--- config.mk ---
export PLATFORM = sky130hd
export DESIGN_NAME = pulse_param_rx_flat
export DESIGN_NICKNAME = d
export VERILOG_FILES = /design/src/rtl/pulse_param_rx_if.sv /design/src/rtl/pulse_param_rx.sv /design/src/flat_wrapper.sv
export SDC_FILE = /design/constraint.sdc
export NUM_CORES = 1
export LEC_CHECK = 0
export BUFFER_PORTS_ARGS = -buffer_cell sky130_fd_sc_hd__buf_2
export CAP_MARGIN = 20
export CELL_PAD_IN_SITES_DETAIL_PLACEMENT = 1
export CELL_PAD_IN_SITES_GLOBAL_PLACEMENT = 2
export CORE_MARGIN = 4
export CORE_UTILIZATION = 34
export CTS_CLUSTER_DIAMETER = 120
export DETAILED_ROUTE_END_ITERATION = 16
export PLACE_DENSITY = 0.76
export REMOVE_ABC_BUFFERS = 1
export SLEW_MARGIN = 40
export SYNTH_ARGS = -nofsm -noshare
export SYNTH_HDL_FRONTEND = slang
export SYNTH_SLANG_ARGS = --single-unit
--- constraint.sdc ---
create_clock -name clk_pll -period 3.4 [get_ports clk_pll]
set_clock_uncertainty 0.2 [all_clocks]
set_input_delay 0.17 -clock clk_pll [delete_from_list [all_inputs] [get_ports clk_pll]]
set_output_delay 0.17 -clock clk_pll [all_outputs]
set_load 0.01 [all_outputs]
--- src/rtl/pulse_param_rx_if.sv ---
// Pulse parameter receiver bus: UART line in,
// full pulse-programming parameter set and strobes out.
interface pulse_param_rx_if;
  logic        rxd;
  logic [7:0]  per;
  logic [15:0] p1wid;
  logic [15:0] del;
  logic [15:0] p2wid;
  logic [31:0] nut_w;
  logic [31:0] nut_d;
  logic [7:0]  cp;
  logic [7:0]  p_bl;
  logic [15:0] p_bl_off;
  logic        pu;
  logic        bl;
  logic        nut;
  logic        rx_done;
  logic        rx_err;

  modport master (
    input  rxd,
    output per, p1wid, del, p2wid,
    output nut_w, nut_d, cp, p_bl,
    output p_bl_off, pu, bl, nut,
    output rx_done, rx_err
  );

  modport slave (
    output rxd,
    input  per, p1wid, del, p2wid,
    input  nut_w, nut_d, cp, p_bl,
    input  p_bl_off, pu, bl, nut,
    input  rx_done, rx_err
  );
endinterface

--- src/rtl/pulse_param_rx.sv ---
// 8N1 UART packet receiver: sync + 20 payload bytes + checksum,
// applies the pulse parameter set atomically on a good packet.
module pulse_param_rx #(
  parameter int          CLKS_PER_BIT = 1745,
  parameter int          TIMEOUT_CLKS = 200000,
  parameter logic [7:0]  SYNC_BYTE    = 8'hA5
) (
  input  logic            clk_pll,
  input  logic            reset,
  pulse_param_rx_if.master bus
);
  localparam int CW = $clog2(CLKS_PER_BIT + 1);
  localparam logic [CW-1:0] BIT_END  = CW'(CLKS_PER_BIT - 1);
  localparam logic [CW-1:0] HALF_END = CW'(CLKS_PER_BIT / 2 - 1);
  localparam logic [31:0] TMO = 32'(TIMEOUT_CLKS);

  localparam logic [1:0] B_IDLE  = 2'd0;
  localparam logic [1:0] B_START = 2'd1;
  localparam logic [1:0] B_DATA  = 2'd2;
  localparam logic [1:0] B_STOP  = 2'd3;

  localparam logic [1:0] P_HUNT = 2'd0;
  localparam logic [1:0] P_PAY  = 2'd1;
  localparam logic [1:0] P_CHK  = 2'd2;

  localparam logic [154:0] DEF = {
    8'd1, 16'd30, 16'd200, 16'd30,
    32'd50, 32'd300,
    8'd3, 8'd50, 16'd100, 3'b111
  };

  logic [2:0]    sync_q, sync_d;
  logic [1:0]    bst_q, bst_d;
  logic [CW-1:0] cnt_q, cnt_d;
  logic [2:0]    bidx_q, bidx_d;
  logic [7:0]    sh_q, sh_d;
  logic [7:0]    rbyte_q, rbyte_d;
  logic          bv_q, bv_d;
  logic          fb_q, fb_d;

  logic [1:0]    pst_q, pst_d;
  logic [4:0]    idx_q, idx_d;
  logic [7:0]    sum_q, sum_d;
  logic [151:0]  shadow_q, shadow_d;
  logic [2:0]    flags_q, flags_d;
  logic [31:0]   tim_q, tim_d;
  logic [154:0]  params_q, params_d;
  logic          done_q, done_d;
  logic          err_q, err_d;

  logic rx_s;
  logic fall;
  logic timeout;

  assign rx_s    = sync_q[1];
  assign fall    = sync_q[2] & ~sync_q[1];
  assign timeout = tim_q > TMO;

  // Byte deserialiser: synchroniser, start validation, LSB-first sampling.
  always_comb begin
    sync_d  = {sync_q[1:0], bus.rxd};
    bst_d   = bst_q;
    cnt_d   = cnt_q;
    bidx_d  = bidx_q;
    sh_d    = sh_q;
    rbyte_d = rbyte_q;
    bv_d    = 1'b0;
    fb_d    = 1'b0;
    case (bst_q)
      B_IDLE: begin
        if (fall) begin
          bst_d = B_START;
          cnt_d = '0;
        end
      end
      B_START: begin
        if (cnt_q == HALF_END) begin
          cnt_d  = '0;
          bidx_d = '0;
          bst_d  = rx_s ? B_IDLE : B_DATA;
        end else begin
          cnt_d = cnt_q + 1'b1;
        end
      end
      B_DATA: begin
        if (cnt_q == BIT_END) begin
          cnt_d  = '0;
          sh_d   = {rx_s, sh_q[7:1]};
          bidx_d = bidx_q + 3'd1;
          if (bidx_q == 3'd7) bst_d = B_STOP;
        end else begin
          cnt_d = cnt_q + 1'b1;
        end
      end
      default: begin
        if (cnt_q == BIT_END) begin
          cnt_d = '0;
          bst_d = B_IDLE;
          if (rx_s) begin
            bv_d    = 1'b1;
            rbyte_d = sh_q;
          end else begin
            fb_d = 1'b1;
          end
        end else begin
          cnt_d = cnt_q + 1'b1;
        end
      end
    endcase
  end

  // Packet framer: hunt for sync, collect payload, verify checksum.
  always_comb begin
    pst_d    = pst_q;
    idx_d    = idx_q;
    sum_d    = sum_q;
    shadow_d = shadow_q;
    flags_d  = flags_q;
    tim_d    = tim_q;
    params_d = params_q;
    done_d   = 1'b0;
    err_d    = 1'b0;
    if (pst_q == P_HUNT) begin
      tim_d = '0;
      if (bv_q && rbyte_q == SYNC_BYTE) begin
        pst_d = P_PAY;
        idx_d = '0;
        sum_d = '0;
      end
    end else begin
      if (bv_q) tim_d = '0;
      else if (!timeout) tim_d = tim_q + 32'd1;
      if (fb_q || timeout) begin
        err_d = 1'b1;
        pst_d = P_HUNT;
      end else if (bv_q) begin
        if (pst_q == P_PAY) begin
          sum_d = sum_q + rbyte_q;
          idx_d = idx_q + 5'd1;
          if (idx_q == 5'd19) begin
            flags_d = rbyte_q[2:0];
            pst_d   = P_CHK;
          end else begin
            shadow_d = {shadow_q[143:0], rbyte_q};
          end
        end else begin
          pst_d = P_HUNT;
          if (rbyte_q == sum_q) begin
            params_d = {shadow_q, flags_q};
            done_d   = 1'b1;
          end else begin
            err_d = 1'b1;
          end
        end
      end
    end
  end

  // Byte-side state registers.
  always_ff @(posedge clk_pll) begin
    if (!reset) begin
      sync_q  <= 3'b111;
      bst_q   <= B_IDLE;
      cnt_q   <= '0;
      bidx_q  <= '0;
      sh_q    <= '0;
      rbyte_q <= '0;
      bv_q    <= 1'b0;
      fb_q    <= 1'b0;
    end else begin
      sync_q  <= sync_d;
      bst_q   <= bst_d;
      cnt_q   <= cnt_d;
      bidx_q  <= bidx_d;
      sh_q    <= sh_d;
      rbyte_q <= rbyte_d;
      bv_q    <= bv_d;
      fb_q    <= fb_d;
    end
  end

  // Packet-side state and parameter output registers.
  always_ff @(posedge clk_pll) begin
    if (!reset) begin
      pst_q    <= P_HUNT;
      idx_q    <= '0;
      sum_q    <= '0;
      shadow_q <= '0;
      flags_q  <= '0;
      tim_q    <= '0;
      params_q <= DEF;
      done_q   <= 1'b0;
      err_q    <= 1'b0;
    end else begin
      pst_q    <= pst_d;
      idx_q    <= idx_d;
      sum_q    <= sum_d;
      shadow_q <= shadow_d;
      flags_q  <= flags_d;
      tim_q    <= tim_d;
      params_q <= params_d;
      done_q   <= done_d;
      err_q    <= err_d;
    end
  end

  assign bus.per      = params_q[154:147];
  assign bus.p1wid    = params_q[146:131];
  assign bus.del      = params_q[130:115];
  assign bus.p2wid    = params_q[114:99];
  assign bus.nut_w    = params_q[98:67];
  assign bus.nut_d    = params_q[66:35];
  assign bus.cp       = params_q[34:27];
  assign bus.p_bl     = params_q[26:19];
  assign bus.p_bl_off = params_q[18:3];
  assign bus.nut      = params_q[2];
  assign bus.bl       = params_q[1];
  assign bus.pu       = params_q[0];
  assign bus.rx_done  = done_q;
  assign bus.rx_err   = err_q;
endmodule
--- src/flat_wrapper.sv ---
// flat-port wrapper written by rule: the top's interface ports become plain ports
module pulse_param_rx_flat 
#(
  parameter int          CLKS_PER_BIT = 1745,
  parameter int          TIMEOUT_CLKS = 200000,
  parameter logic [7:0]  SYNC_BYTE    = 8'hA5
)
  (clk_pll, reset, bus_rxd, bus_per, bus_p1wid, bus_del, bus_p2wid, bus_nut_w, bus_nut_d, bus_cp, bus_p_bl, bus_p_bl_off, bus_pu, bus_bl, bus_nut, bus_rx_done, bus_rx_err);
  pulse_param_rx_if bus_i ();
  input  logic clk_pll;
  input  logic reset;
  input wire logic [$bits(bus_i.rxd)-1:0] bus_rxd;
  output wire logic [$bits(bus_i.per)-1:0] bus_per;
  output wire logic [$bits(bus_i.p1wid)-1:0] bus_p1wid;
  output wire logic [$bits(bus_i.del)-1:0] bus_del;
  output wire logic [$bits(bus_i.p2wid)-1:0] bus_p2wid;
  output wire logic [$bits(bus_i.nut_w)-1:0] bus_nut_w;
  output wire logic [$bits(bus_i.nut_d)-1:0] bus_nut_d;
  output wire logic [$bits(bus_i.cp)-1:0] bus_cp;
  output wire logic [$bits(bus_i.p_bl)-1:0] bus_p_bl;
  output wire logic [$bits(bus_i.p_bl_off)-1:0] bus_p_bl_off;
  output wire logic [$bits(bus_i.pu)-1:0] bus_pu;
  output wire logic [$bits(bus_i.bl)-1:0] bus_bl;
  output wire logic [$bits(bus_i.nut)-1:0] bus_nut;
  output wire logic [$bits(bus_i.rx_done)-1:0] bus_rx_done;
  output wire logic [$bits(bus_i.rx_err)-1:0] bus_rx_err;
  assign bus_i.rxd = bus_rxd;
  assign bus_per = bus_i.per;
  assign bus_p1wid = bus_i.p1wid;
  assign bus_del = bus_i.del;
  assign bus_p2wid = bus_i.p2wid;
  assign bus_nut_w = bus_i.nut_w;
  assign bus_nut_d = bus_i.nut_d;
  assign bus_cp = bus_i.cp;
  assign bus_p_bl = bus_i.p_bl;
  assign bus_p_bl_off = bus_i.p_bl_off;
  assign bus_pu = bus_i.pu;
  assign bus_bl = bus_i.bl;
  assign bus_nut = bus_i.nut;
  assign bus_rx_done = bus_i.rx_done;
  assign bus_rx_err = bus_i.rx_err;
  pulse_param_rx #(.CLKS_PER_BIT(CLKS_PER_BIT), .TIMEOUT_CLKS(TIMEOUT_CLKS), .SYNC_BYTE(SYNC_BYTE)) u_core (.clk_pll(clk_pll), .reset(reset), .bus(bus_i));
endmodule
==> flow_metrics.tcl <==
set metrics [dict create \
    ys_types 58 \
    path_clk_slew_ns 0.06 \
    timing.hold.ws_ns 0.2024 \
    filler_cell_count 5091 \
    wl_mm 38.63 \
    cts_resized 0 \
    cts_made_buffers 44 \
    power.density_nw_per_um2 566.5 \
    fmax_mhz 339.5 \
    setup_viol 0 \
    rows 75 \
    timing.max_cap.violations 0 \
    cp_data_arrival_time_ns 3.13 \
    die_h_microns 214.5 \
    critPathLaunchType "register" \
    min_period_over_period_pct 86.64 \
    worst_pin_slew_ns 0.8288 \
    worst_slack_ns 0.4543 \
    syn_inst 1779 \
    cpPeakStageDelay_ns 0.45 \
    power_leakage_nw 6.306 \
    syn_to_final_growth_pct 19.46 \
    netlist_area_sq_um 14500 \
    core_sq_um 42040 \
    dp_slack_ns 0.4662 \
    gp_congestion 0.7530 \
    track_usage_pct 16.50 \
    final_nets 1912 \
    antenna_found_initial 0 \
    grt_pass1_vias 12440 \
    synth-async-reset-ratio_pct 0 \
    crit_path_cell_trace "ha_1 -> nor4_1 -> nand3_1 -> a2111oi_0 -> buf_4 -> nand2b_4 -> buf_4 -> nand2_1 -> nand3_1" \
    drt-vias-per-instance 4.911 \
    vias 12090 \
    synth-seq-area-share_pct 54.68 \
    port_buffers 159 \
    start_util_pct 34.49 \
    crit_type "reg -> reg" \
    avgSynthCellArea_sq_um 8.150 \
    regArea_sq_um 7928 \
    cts-htree-levels 2 \
    hold_class "in -> reg" \
    final_cell_mix "nand2_1, dfxtp_1, a21oi_1" \
    root_buffer "clkbuf_16" \
    grt_overflow 0 \
    num_antenna_cells 0 \
    layout_commonest_cell "nand2_1" \
    wl_per_cell_microns 15.69 \
    die-area_sq_um 46010 \
    ir_drop_v 0.0003274 \
    tritoncts "done" \
    drc 0 \
    worstPathRequired_ns 3.59 \
    busiest_layer "met2" \
    synth_ff_type "dfxtp_1" \
    dr.pass1.iters 4 \
    synth_seq_cells 396 \
    cts.path.max_buffers 3 \
    grtUsageMet1_pct 21.47 \
    slowest_stage "dfxtp_1" \
    die_w_microns 214.5 \
    io-pin-count 160 \
    layout_min_cycle_time_ns 2.946 \
    drt_iter0_drc 512 \
    synth-edff-count 0 \
    multi_input_area_sq_um 6060 \
    ant_nets 0 \
    globalRouteMet2Util_pct 28.43 \
    grt_pass1_wl_mm 64.49 \
    clock-sinks 396 \
    layout-drive-gt1-share_pct 13.68 \
    endpoint_kind "register" \
    ys.warnings.count 0 \
    rsz0062_at_grt "false" \
    maxSlewViolCount 0 \
    worstPathMaxFanout 41 \
    slew_headroom_pct 44.74 \
    use_met3_pct 3.316 \
    dp_hpwl_mm 24.20 \
    post_cts_buffers 0 \
    grt_max_degree 155 \
    worstSkewPairLatency_ns 0.55 \
    finalHoldViolCount 0 \
    regToRegSetupSlack_ns 0.45 \
    outcome "finished, final reports clean" \
]
-- synthesized netlist by cell type, types with 3 or more instances --
| cell type | n | area, sq um |
|---|---|---|
| ha_1 | 18 | 225.2 |
| nand3_1 | 60 | 300.3 |
| and2_1 | 20 | 125.1 |
| nor4_1 | 11 | 68.82 |
| nand2_1 | 653 | 2451 |
| nor4bb_1 | 3 | 30.03 |
| nor3_1 | 3 | 15.01 |
| o21ai_0 | 8 | 40.04 |
| buf_2 | 26 | 130.1 |
| xnor2_1 | 14 | 122.6 |
| a22oi_1 | 3 | 22.52 |
| and3_1 | 6 | 37.54 |
| buf_4 | 10 | 75.07 |
| a21oi_1 | 298 | 1491 |
| or3_1 | 6 | 37.54 |
| nand4b_1 | 3 | 26.28 |
| mux2i_1 | 10 | 100.1 |
| nand2b_1 | 6 | 37.54 |
| a21boi_0 | 7 | 52.55 |
| nor2_1 | 56 | 210.2 |
| clkbuf_1 | 79 | 296.5 |
| and4_1 | 4 | 35.03 |
| nand4_1 | 8 | 50.05 |
| nand3b_1 | 3 | 22.52 |
| dfxtp_1 | 396 | 7928 |
| xor2_1 | 19 | 166.4 |
| inv_1 | 11 | 41.29 |
-- report_power, final --
group	internal (mW)	switching, mW
Clock	3.09	1.89
Sequential	4.65	0.00991
Combinational	0.0443	0.133
-- final cells by class --
class	instances	area share, %
multi-input combinational	1256	34.99
sequential	396	45.77
tap	539	3.894
timing repair buffer	180	6.256
clock inverter	9	0.9969
clock buffer	70	7.795
inverter	12	0.3034
-- path summary, 6_finish.rpt --
path,from,to,depth (start not counted)
setup / recovery,u_core.rbyte_q[0]$_SDFFE_PN0P_,u_core.params_q[2]$_SDFFE_PN1P_,9
hold / removal,bus_rxd,u_core.sync_q[0]$_SDFF_PN1_,3
setup reg to reg,u_core.rbyte_q[0]$_SDFFE_PN0P_,u_core.params_q[2]$_SDFFE_PN1P_,9
hold reg to reg,u_core.sync_q[0]$_SDFF_PN1_,u_core.sync_q[1]$_SDFF_PN1_,1
-- per-layer routing --
layer	up-vias	share of wire, %
met1	5827	48
met3	51	3.4
li1	6066	-
met2	146	47
met4	0	1.7
met5	-	0
-- per-stage QoR --
stage	cell area [sq um]	utilization [%]	std cells	setup TNS (ns)	total power [mW]
2_1_floorplan	14000	-	1664	-650.99	4.869
3_3_place_gp	15770	37.50	2381	0	4.935
3_5_place_dp	15770	37.51	2381	0	4.942
4_1_cts	17310	41.18	2462	0	9.980
5_1_grt	17320	41.20	2462	0	10.20
6_report	17320	41.20	2462	0	9.813
-- flip-flops by register name, indices dropped and copies added, names as in the netlist --
signal              cells
u_core.bus.rx_err       1
u_core.sync_q           3
u_core.fb_q             1
u_core.shadow_q       152
u_core.sh_q             8
u_core.bidx_q           3
u_core.sum_q            8
u_core.bst_q            2
u_core.bv_q             1
u_core.tim_q           32
u_core.pst_q            2
u_core.bus.rx_done      1
u_core.flags_q          3
u_core.idx_q            5
u_core.rbyte_q          8
u_core.cnt_q           11
u_core.params_q       155
-- kinds of logic (layout without fill, tap and decap cells) --
group | Yosys count | in the layout | synth area share [%]
simple gates | 856 | 856 | 24.65
fa+ha+maj | 19 | 19 | 1.691
flops | 396 | 396 | 54.68
compound gates | 338 | 338 | 12.52
mux | 10 | 10 | 0.6904
xor+xnor | 33 | 33 | 1.993
buf+inv | 127 | 271 | 3.771
-- what timing repair did --
action | in CTS | in global routing
hold endpoints to repair | 71 | 0
hold buffers | 2 | 0
setup endpoints to repair | 0 | 0
-- worst max-delay path: cells and delay by family (launching register included) --
| kind | cells | cell delay, ns |
|---|---|---|
| AO/OA/AOI/OAI | 1 | 0.44 |
| flip-flops | 1 | 0.45 |
| AND/OR/NAND/NOR | 5 | 0.89 |
| adder cells (fa/ha/maj) | 1 | 0.31 |
| buffers and inverters | 2 | 0.46 |
No activity file was read; power rests on OpenSTA's default activity.
